## config.mk

```make
export PLATFORM = sky130hd
export DESIGN_NAME = string_char_streamer
export DESIGN_NICKNAME = d
export VERILOG_FILES = /design/src/rtl/string_char_streamer_pkg.sv /design/src/rtl/string_len_finder.sv /design/src/rtl/string_char_streamer.sv
export SDC_FILE = /design/constraint.sdc
export NUM_CORES = 1
export LEC_CHECK = 0
export CAP_MARGIN = 30
export CORE_UTILIZATION = 30
export DETAILED_ROUTE_END_ITERATION = 10
export GPL_TIMING_DRIVEN = 0
export HOLD_SLACK_MARGIN = 0.1
export PLACE_DENSITY = 0.52
export SLEW_MARGIN = 20
export SYNTH_ARGS = -nofsm -noshare
export SYNTH_HDL_FRONTEND = slang
export SYNTH_HIERARCHICAL = 1
export SYNTH_SLANG_ARGS = --single-unit
```

## constraint.sdc

```tcl
create_clock -name clk -period 2.4 [get_ports clk]
set_clock_uncertainty 0.1 [all_clocks]
set_input_delay 0.6 -clock clk [delete_from_list [all_inputs] [get_ports clk]]
set_output_delay 0.6 -clock clk [all_outputs]
set_load 0.01 [all_outputs]
```

## src/rtl/string_char_streamer_pkg.sv

```systemverilog
// string_char_streamer_pkg: shared string ROM constants and streamer FSM states
package string_char_streamer_pkg;
  localparam int CHAR_WIDTH = 5;
  localparam int STRING_NUM = 7;
  localparam int MAX_CHAR   = 11;
  localparam int SPACE_CODE = 28;
  typedef enum logic [1:0] {IDLE, LOAD, STREAM} state_t;
endpackage

```

## src/rtl/string_len_finder.sv

```systemverilog
// string_len_finder: string length, optionally excluding trailing space characters
module string_len_finder #(
  parameter int CHAR_WIDTH = string_char_streamer_pkg::CHAR_WIDTH,
  parameter int MAX_CHAR   = string_char_streamer_pkg::MAX_CHAR,
  parameter int SPACE_CODE = string_char_streamer_pkg::SPACE_CODE,
  parameter int LW         = $clog2(MAX_CHAR + 1)
) (
  input  logic [CHAR_WIDTH*MAX_CHAR-1:0] data,
  input  logic                           trim,
  output logic [LW-1:0]                  len
);
  always_comb begin
    len = trim ? '0 : LW'(MAX_CHAR);
    for (int i = 0; i < MAX_CHAR; i++)
      if (trim && data[(MAX_CHAR-1-i)*CHAR_WIDTH +: CHAR_WIDTH] != CHAR_WIDTH'(SPACE_CODE))
        len = LW'(i + 1);
  end
endmodule

```

## src/rtl/string_char_streamer.sv

```systemverilog
// string_char_streamer: streams one ROM string per request, one character per handshake
module string_char_streamer #(
  parameter int CHAR_WIDTH = string_char_streamer_pkg::CHAR_WIDTH,
  parameter int STRING_NUM = string_char_streamer_pkg::STRING_NUM,
  parameter int MAX_CHAR   = string_char_streamer_pkg::MAX_CHAR,
  parameter int SPACE_CODE = string_char_streamer_pkg::SPACE_CODE
) (
  input  logic                               clk,
  input  logic                               rst,
  input  logic                               req_valid,
  output logic                               req_ready,
  input  logic [$clog2(STRING_NUM+1)-1:0]    req_addr,
  input  logic                               trim_en,
  output logic [$clog2(STRING_NUM+1)-1:0]    rom_addr,
  input  logic [CHAR_WIDTH*MAX_CHAR-1:0]     rom_data,
  output logic                               out_valid,
  input  logic                               out_ready,
  output logic [CHAR_WIDTH-1:0]              out_char,
  output logic [$clog2(MAX_CHAR)-1:0]        out_idx,
  output logic                               out_last,
  output logic                               done,
  output logic                               err
);
  import string_char_streamer_pkg::*;
  localparam int AW = $clog2(STRING_NUM + 1);
  localparam int IW = $clog2(MAX_CHAR);
  localparam int LW = $clog2(MAX_CHAR + 1);
  localparam int DW = CHAR_WIDTH * MAX_CHAR;
  state_t state, state_n;
  logic [DW-1:0] sbuf, sbuf_n;
  logic [LW-1:0] len_q, len_n, len_c;
  logic trim_q, trim_n;
  logic [AW-1:0] rom_addr_n;
  logic [IW-1:0] idx_n, nxt;
  logic valid_n, last_n, done_n, err_n, accept, bad, hit;
  string_len_finder #(
    .CHAR_WIDTH(CHAR_WIDTH), .MAX_CHAR(MAX_CHAR), .SPACE_CODE(SPACE_CODE), .LW(LW)
  ) u_len (
    .data(rom_data), .trim(trim_q), .len(len_c)
  );
  assign req_ready = state == IDLE;
  assign accept    = req_valid & req_ready;
  assign bad       = req_addr >= AW'(STRING_NUM);
  assign hit       = out_valid & out_ready;
  assign nxt       = out_idx + 1'b1;
  assign out_char  = sbuf[DW-1 -: CHAR_WIDTH];
  always_comb begin
    state_n    = state;
    sbuf_n     = sbuf;
    len_n      = len_q;
    trim_n     = trim_q;
    rom_addr_n = rom_addr;
    idx_n      = out_idx;
    valid_n    = out_valid;
    last_n     = out_last;
    done_n     = 1'b0;
    err_n      = 1'b0;
    case (state)
      IDLE: if (accept) begin
        err_n      = bad;
        done_n     = bad;
        state_n    = bad ? IDLE : LOAD;
        rom_addr_n = bad ? rom_addr : req_addr;
        trim_n     = bad ? trim_q : trim_en;
      end
      LOAD: begin
        sbuf_n  = rom_data;
        len_n   = len_c;
        idx_n   = '0;
        valid_n = len_c != '0;
        last_n  = len_c == LW'(1);
        done_n  = len_c == '0;
        state_n = len_c == '0 ? IDLE : STREAM;
      end
      STREAM: if (hit) begin
        valid_n = !out_last;
        done_n  = out_last;
        state_n = out_last ? IDLE : STREAM;
        idx_n   = out_last ? out_idx : nxt;
        sbuf_n  = out_last ? sbuf : sbuf << CHAR_WIDTH;
        last_n  = !out_last && LW'(nxt) + LW'(1) == len_q;
      end
      default: state_n = IDLE;
    endcase
  end
  always_ff @(posedge clk or posedge rst)
    if (rst) begin
      state     <= IDLE;
      sbuf      <= '0;
      len_q     <= '0;
      trim_q    <= 1'b0;
      rom_addr  <= '0;
      out_idx   <= '0;
      out_valid <= 1'b0;
      out_last  <= 1'b0;
      done      <= 1'b0;
      err       <= 1'b0;
    end else begin
      state     <= state_n;
      sbuf      <= sbuf_n;
      len_q     <= len_n;
      trim_q    <= trim_n;
      rom_addr  <= rom_addr_n;
      out_idx   <= idx_n;
      out_valid <= valid_n;
      out_last  <= last_n;
      done      <= done_n;
      err       <= err_n;
    end
endmodule

```

* After elaboration in Yosys (flattened, before gate mapping)
Cells that the tools add are included.
W data, S select, Z words.
** Cells by class
- Mux-type cells :: 32
- Equal/unequal tests :: 18
- $add $sub $neg :: 2
- Order comparisons :: 1
- Reductions and logical operators :: 21
- Bitwise operators :: 3
** Operator list (count)
- $mux W55 :: 2
- $pmux W55 S2 :: 1
- $mux W4 :: 14
- $ne A5 B5 Y1 const B :: 11
- $logic_and A1 B1 Y1 :: 12
- $add A4 B1 Y4 const B :: 2
- $mux W2 :: 4
- $pmux W4 S2 :: 1
- $mux W1 :: 6
- $pmux W2 S3 :: 1
- $reduce_and A3 Y1 :: 2
- $eq A4 B1 Y1 const B :: 1
- $eq A4 B4 Y1 :: 1
- $logic_not A4 Y1 :: 1
- $ne A2 B2 Y1 const B :: 2
- $pmux W1 S2 :: 2
- $reduce_and A2 Y1 :: 2
- $reduce_bool A4 Y1 :: 1
- $ge A3 B3 Y1 const B :: 1
- $pmux W1 S3 :: 1
- $and A1 B1 Y1 :: 2
- $eq A2 B1 Y1 const B :: 1
- $eq A2 B2 Y1 const B :: 1
- $logic_not A2 Y1 :: 1
- other kinds (4) :: 4
** Word-level totals
- Bits in registers :: 73
- Input bits :: 63
- Output and inout bits :: 17

* Depth between registers and ports, before layout
- Depth in word-level cells :: 16
- Depth in mapped cells :: 9
- Depth with buffers taken out :: 9

* Cells and area by module
Netlist, hierarchy kept.
** Modules (own cells, without submodules)
- string_char_streamer :: cells an instance 339, area an instance 3458.3 um2, times used 1, sequential area each 1826.8 um2
- string_len_finder :: cells an instance 41, area an instance 260.2 um2, times used 1, sequential area each 0.0 um2

* Worst setup path after synthesis
No wires, ideal clock.
- Kind :: input -> register
- Start :: in rom_data[10]
- End :: reg out_valid
- Stages on the path :: 7
- Required time :: 2.153 ns
- Setup time :: 0.147 ns
- Data arrival time :: 1.854 ns
- Slack :: 0.299 ns
- Cell sequence :: nand4b_1 o21ai_1 nand2_1 a211oi_1 a21oi_1 nor4_1 a221oi_1
** Between the ends
- Longest elaborated chain between the ends :: 7
** Ends and longest elaborated chain
- start: declaration :: line string_char_streamer.sv:15 : input logic [CHAR_WIDTH*MAX_CHAR-1:0] rom_data,
- $ne A5 B5 Y1 :: line string_len_finder.sv:15 : if (trim && data[(MAX_CHAR-1-i)*CHAR_WIDTH +: CHAR_WIDTH] != CHAR_WIDTH'(SPACE_CODE))
- $logic_and A1 B1 Y1 :: line string_len_finder.sv:15
- $mux W4 (3 in series) :: line string_len_finder.sv:15
- via len_c[0] :: line string_char_streamer.sv:31 : logic [LW-1:0] len_q, len_n, len_c;
- $reduce_bool A4 Y1 :: line string_char_streamer.sv:70 : valid_n = len_c != '0;
- $pmux W1 S2 :: line string_char_streamer.sv:58 : case (state)
- end signal: assignment :: line string_char_streamer.sv:105 : out_valid <= valid_n;
- end: declaration :: line string_char_streamer.sv:16 : output logic out_valid,
The timed path passes the listed nets, and every way through them passes these cells.
A chain may end at the register's enable or synchronous reset.

* Final worst setup path
- Start :: in rom_data[6]
- End :: reg done
** Between the ends
- Longest elaborated chain between the ends :: 6
** Ends and longest elaborated chain
- $ne A5 B5 Y1 :: line string_len_finder.sv:15
- $logic_and A1 B1 Y1 :: line string_len_finder.sv:15
- $mux W4 (2 in series) :: line string_len_finder.sv:15
- via len_c[0] :: line string_char_streamer.sv:31
- $logic_not A4 Y1 :: line string_char_streamer.sv:72 : done_n = len_c == '0;
- $pmux W1 S3 :: line string_char_streamer.sv:58
- via done_n :: line string_char_streamer.sv:35 : logic valid_n, last_n, done_n, err_n, accept, bad, hit;
- end signal: assignment :: line string_char_streamer.sv:107 : done <= done_n;
- end: declaration :: line string_char_streamer.sv:21 : output logic done,
The timed path passes the listed nets, and every way through them passes these cells.

==> tab_implementation.tex <==
\begin{tabular}{lr}
\hline
Metric & Value \\
\hline
\multicolumn{2}{l}{\textbf{Outcome}} \\
\quad Status & finished, final reports clean \\
\multicolumn{2}{l}{\textbf{Routing}} \\
\quad Number of remaining DRC errors & 0 \\
\quad First drt pass iteration count & 4 \\
\quad Number of DRC violations after detailed-routing iteration 0 & 101 \\
\quad Total wirelength of the detailed-routed design & about 9900 um \\
\quad Number of nets with antenna violations after detailed routing & 0 \\
\quad Mean number of vias per cell & 4.78 \\
\quad Per-cell routed wire length & 15.3 um \\
\quad Vias & 3086 \\
\multicolumn{2}{l}{\textbf{Die}} \\
\quad X dimension of the die & 113 um \\
\quad Die area & 0.0128 mm\^{}2 \\
\quad Core area & $\sim$0.012 mm\^{}2 \\
\quad Total number of placement rows & 40 \\
\quad Starting utilization of the core area & approximately 30\% \\
\quad Die boundary height & roughly 110 um \\
\quad Ports placed on the boundary & 80 \\
\multicolumn{2}{l}{\textbf{Synthesis}} \\
\quad Total number of yosys warnings & 6 \\
\quad Async set-reset flop share out of synthesis & 100\% \\
\quad Post-synthesis instance total & 380 \\
\quad Number of register bits inferred by synthesis & 73 \\
\quad Cell taking the most area after synthesis & dfrtp\_1 \\
\quad Synthesized net count & 445 \\
\quad Number of flops mapped to enable cells by yosys & 0 \\
\quad Most used standard cells in the synthesized netlist & nand2\_1 (82), dfrtp\_1 (73), mux2i\_1 (50), o21ai\_0 (33), o21ai\_1 (29) \\
\quad Most used DFF post-synth & dfrtp\_1 \\
\quad Sequential share of the synthesized area & 49.1\% \\
\quad Unique masters post-synth & between 40 and 50 \\
\quad Yosys top cell area share & 49.1\% \\
\quad Syn Std Cell Area & 0.00372 mm\^{}2 \\
\quad Post-Synthesis Mean Instance Area & 9.79 um\^{}2 \\
\quad Most instantiated library cell after synthesis & nand2\_1 \\
\quad Synth area leaders & dfrtp\_1 (49\%), mux2i\_1 (13\%), nand2\_1 (8.3\%) \\
\multicolumn{2}{l}{\textbf{GRT}} \\
\quad Wire length of the first global-routing pass & between 15000 and 20000 um \\
\quad Global routing usage on met3 & 2.79\% \\
\quad Global routing's busiest layer & met2 \\
\quad Met2 layer usage reported by global route & 26.1\% \\
\quad GR met1 Demand/Resource & 21.6\% \\
\quad Pin count of the biggest net entering global routing & 33 \\
\quad Vias in the first global route & between 3000 and 4000 \\
\quad Remaining global-route overflow & 0 \\
\quad Global-route total usage across every layer & 16.3\% \\
\quad Initial antenna violation count & 0 \\
\multicolumn{2}{l}{\textbf{Min path}} \\
\quad Hold Path Cell Cnt & 2 \\
\quad Worst Hold Launch & sbuf[24] \\
\quad Hold Crit Class & reg2reg \\
\quad Worst min-delay path endpoint & sbuf[24] \\
\multicolumn{2}{l}{\textbf{Clocking}} \\
\quad Sinks on the clock net & 73 \\
\quad Clock slew at the register clock pins of the worst setup and hold paths & 0.06 ns \\
\quad Worst-Skew Late Latency & about 0.33 ns \\
\quad CTS H-Tree Depth & 3 \\
\quad TritonCTS clock tree & built \\
\quad Root buf cell & clkbuf\_16 \\
\quad Maximum root-to-sink buffer count & 2 \\
\quad Quantity of hold-fixing buffers added after cts & 0 \\
\quad Number of buffers created by CTS & 9 \\
\multicolumn{2}{l}{\textbf{Critical path}} \\
\quad WP data required & 2.56 ns \\
\quad Data arrival time of the worst path & 2.52 ns \\
\quad Worst Reg-to-Reg Cells & 8 \\
\quad Crit Path Max Fanout & 3 \\
\quad Worst flop-to-flop path endpoint & done \\
\quad Critical-path cell list & clkdlybuf4s50\_1 -> nor2\_1 -> a41oi\_1 -> a31oi\_1 -> nor2\_1 -> a21oi\_2 -> nor4\_4 -> nand2\_1 -> o21ai\_1 \\
\quad Buffering stage count on the worst path with inverters included & 1 \\
\quad Type of element launching the critical path & input pin \\
\quad Crit path kind & in2reg \\
\quad Critical path's most frequent cell & nor2\_1 \\
\quad Largest stage delay on the critical path & 0.48 ns \\
\quad Cell type group with the largest total delay on the critical path & simple AND/OR/NAND/NOR gates \\
\quad Register-to-register setup slack & between 0.2 and 0.3 ns \\
\quad R2R Path Start & trim\_q \\
\quad Type of element capturing the critical path & flip-flop \\
\quad Crit path max-delay cell type & clkdlybuf4s50\_1 \\
\multicolumn{2}{l}{\textbf{Finish}} \\
\quad Final Net Count & approximately 540 \\
\quad Antenna Diode Count & 0 \\
\quad Number of standard cells in the final layout excluding fillers & 646 \\
\quad Layout overhead on the synthesized area & 41.3\% \\
\quad Share of the core filled with cells in the final layout & 43.5\% \\
\quad Finished Cell Area & 0.00525 mm\^{}2 \\
\quad Layout cells sized above 1 & $\sim$15\% \\
\multicolumn{2}{l}{\textbf{Power}} \\
\quad Leakage component of the power & 2.36 nW \\
\quad Sequential share of power & a little over two fifths \\
\quad Clock Power Share & 51.3\% \\
\quad Sw Pwr & a little over 0.6 mW \\
\quad Power per standard cell area & $\sim$580 mW/mm\^{}2 \\
\quad Gate power share & 6.8\% \\
\quad Maximum ir drop on the vdd rail & $\sim$0.38 mV \\
\quad Power Internal & 2.41 mW \\
\quad Switching Share & 20.4\% \\
\quad Post-route total power & 3.03 mW \\
\multicolumn{2}{l}{\textbf{Place}} \\
\quad Routability congestion estimate & around 0.81 \\
\quad Total placed cells including tap cells & between 600 and 700 \\
\quad Detail Placement HPWL & $\sim$7300 um \\
\quad PortBufs & a little under 80 \\
\quad Worst setup slack before clock tree synthesis & -0.655 ns \\
\quad Post-Place Cell Area & 0.00476 mm\^{}2 \\
\multicolumn{2}{l}{\textbf{STA}} \\
\quad Rel. slew slack & 65.3\% \\
\quad Time the worst path needs with I/O delays and setup & 2.36 ns \\
\quad Post-route setup TNS & 0 ns \\
\quad Number of hold violations in the final report & 0 \\
\quad Worst-case setup margin in the final layout & 0.0432 ns \\
\quad Post-route fraction of the period consumed by the critical path & between 90\% and 100\% \\
\quad Peak Freq & 0.424 GHz \\
\quad Worst-margin pin slew & around 0.51 ns \\
\quad Total count of max-transition violations in the final report & 0 \\
\quad Final count of negative-setup-slack endpoints & 0 \\
\quad Unrepaired setup endpoints after global routing & true \\
\quad Minimum hold slack & 0.379 ns \\
\multicolumn{2}{l}{\textbf{Flow run}} \\
\quad Number of maximum-capacitance constraint violations & 0 \\
\hline
\end{tabular}
## cells in the final DEF (no fill, tap or decap), types with 8 or more instances in the layout
| master | n |
|---|---|
| nor2_1 | 9 |
| dfrtp_1 | 72 |
| clkdlybuf4s50_1 | 71 |
| mux2i_1 | 50 |
| clkbuf_16 | 9 |
| o21ai_0 | 31 |
| nand2_1 | 82 |
| buf_4 | 15 |
| dlymetal6s2s_1 | 8 |
| buf_2 | 10 |
| o21ai_1 | 29 |
## how the worst max path moves through the flow
stage / startpoint / endpoint / slack (ns) / depth (start not counted)
finish: rom_data[6] / done / 0.04 / 9
global route: rom_data[26] / out_last / -0.06 / 10
CTS: rom_data[10] / done / 0.04 / 9
detailed placement: rom_data[22] / out_valid / -0.66 / 8
global placement: rom_data[23] / done / -0.60 / 9
floorplan: rom_data[10] / out_valid / 0.30 / 7
## per-layer routing
layer	vias to the layer above	wire (um)
li1	1516	-
met1	1496	4740
met2	60	4620
met3	14	309
met4	0	194
met5	-	0
## flip-flops by register name, indices dropped and copies added, names as in the netlist, 2 cells and up
name / flops
sbuf: 55
len_q: 4
out_idx: 4
rom_addr: 3
state: 2
## repair_timing
action                     CTS  global route
gates cloned                 0             0
setup endpoints to repair    4             5
pin swaps                    1            16
hold endpoints to repair     0             0
gates resized for setup      2            31
buffers inserted             0             2
## worst min-delay path, delay by kind of cell, from the launching register on
| kind | cells | cell delay [ns] |
|---|---|---|
| compound gates | 1 | 0.06 |
| flops | 1 | 0.34 |
| simple gates | 1 | 0.05 |
## final cells by class
cell class                      count  area (um^2)
Clock inverter                      5          104
Inverter                            6         26.3
Tap cell                          168          210
Timing Repair Buffer               83          866
Clock buffer                       10          239
Sequential cell                    73         1830
Multi-Input combinational cell    274         1810
Fill cell                        1175         6810
Buffer                             27          170
## power groups by stage
stage	logic, mW	clock network, mW	registers (mW)
after floorplan	0.0542	0	1.29
after global placement	0.195	0	1.29
after detailed placement	0.204	0	1.29
after CTS	0.206	1.58	1.27
after global routing	0.227	1.64	1.27
final	0.206	1.55	1.27
## cells by family after synthesis
group                    Yosys count  synth area share (%)
AND/OR/NAND/NOR                  126                  15.1
AO/OA/AOI/OAI                     87                  14.2
flip-flops                        73                  49.1
multiplexers                      52                  14.1
buffers and inverters             33                  5.18
XOR/XNOR                           7                  1.65
adder cells (fa/ha/maj)            2                 0.673
No activity file was read; power rests on OpenSTA's default activity.
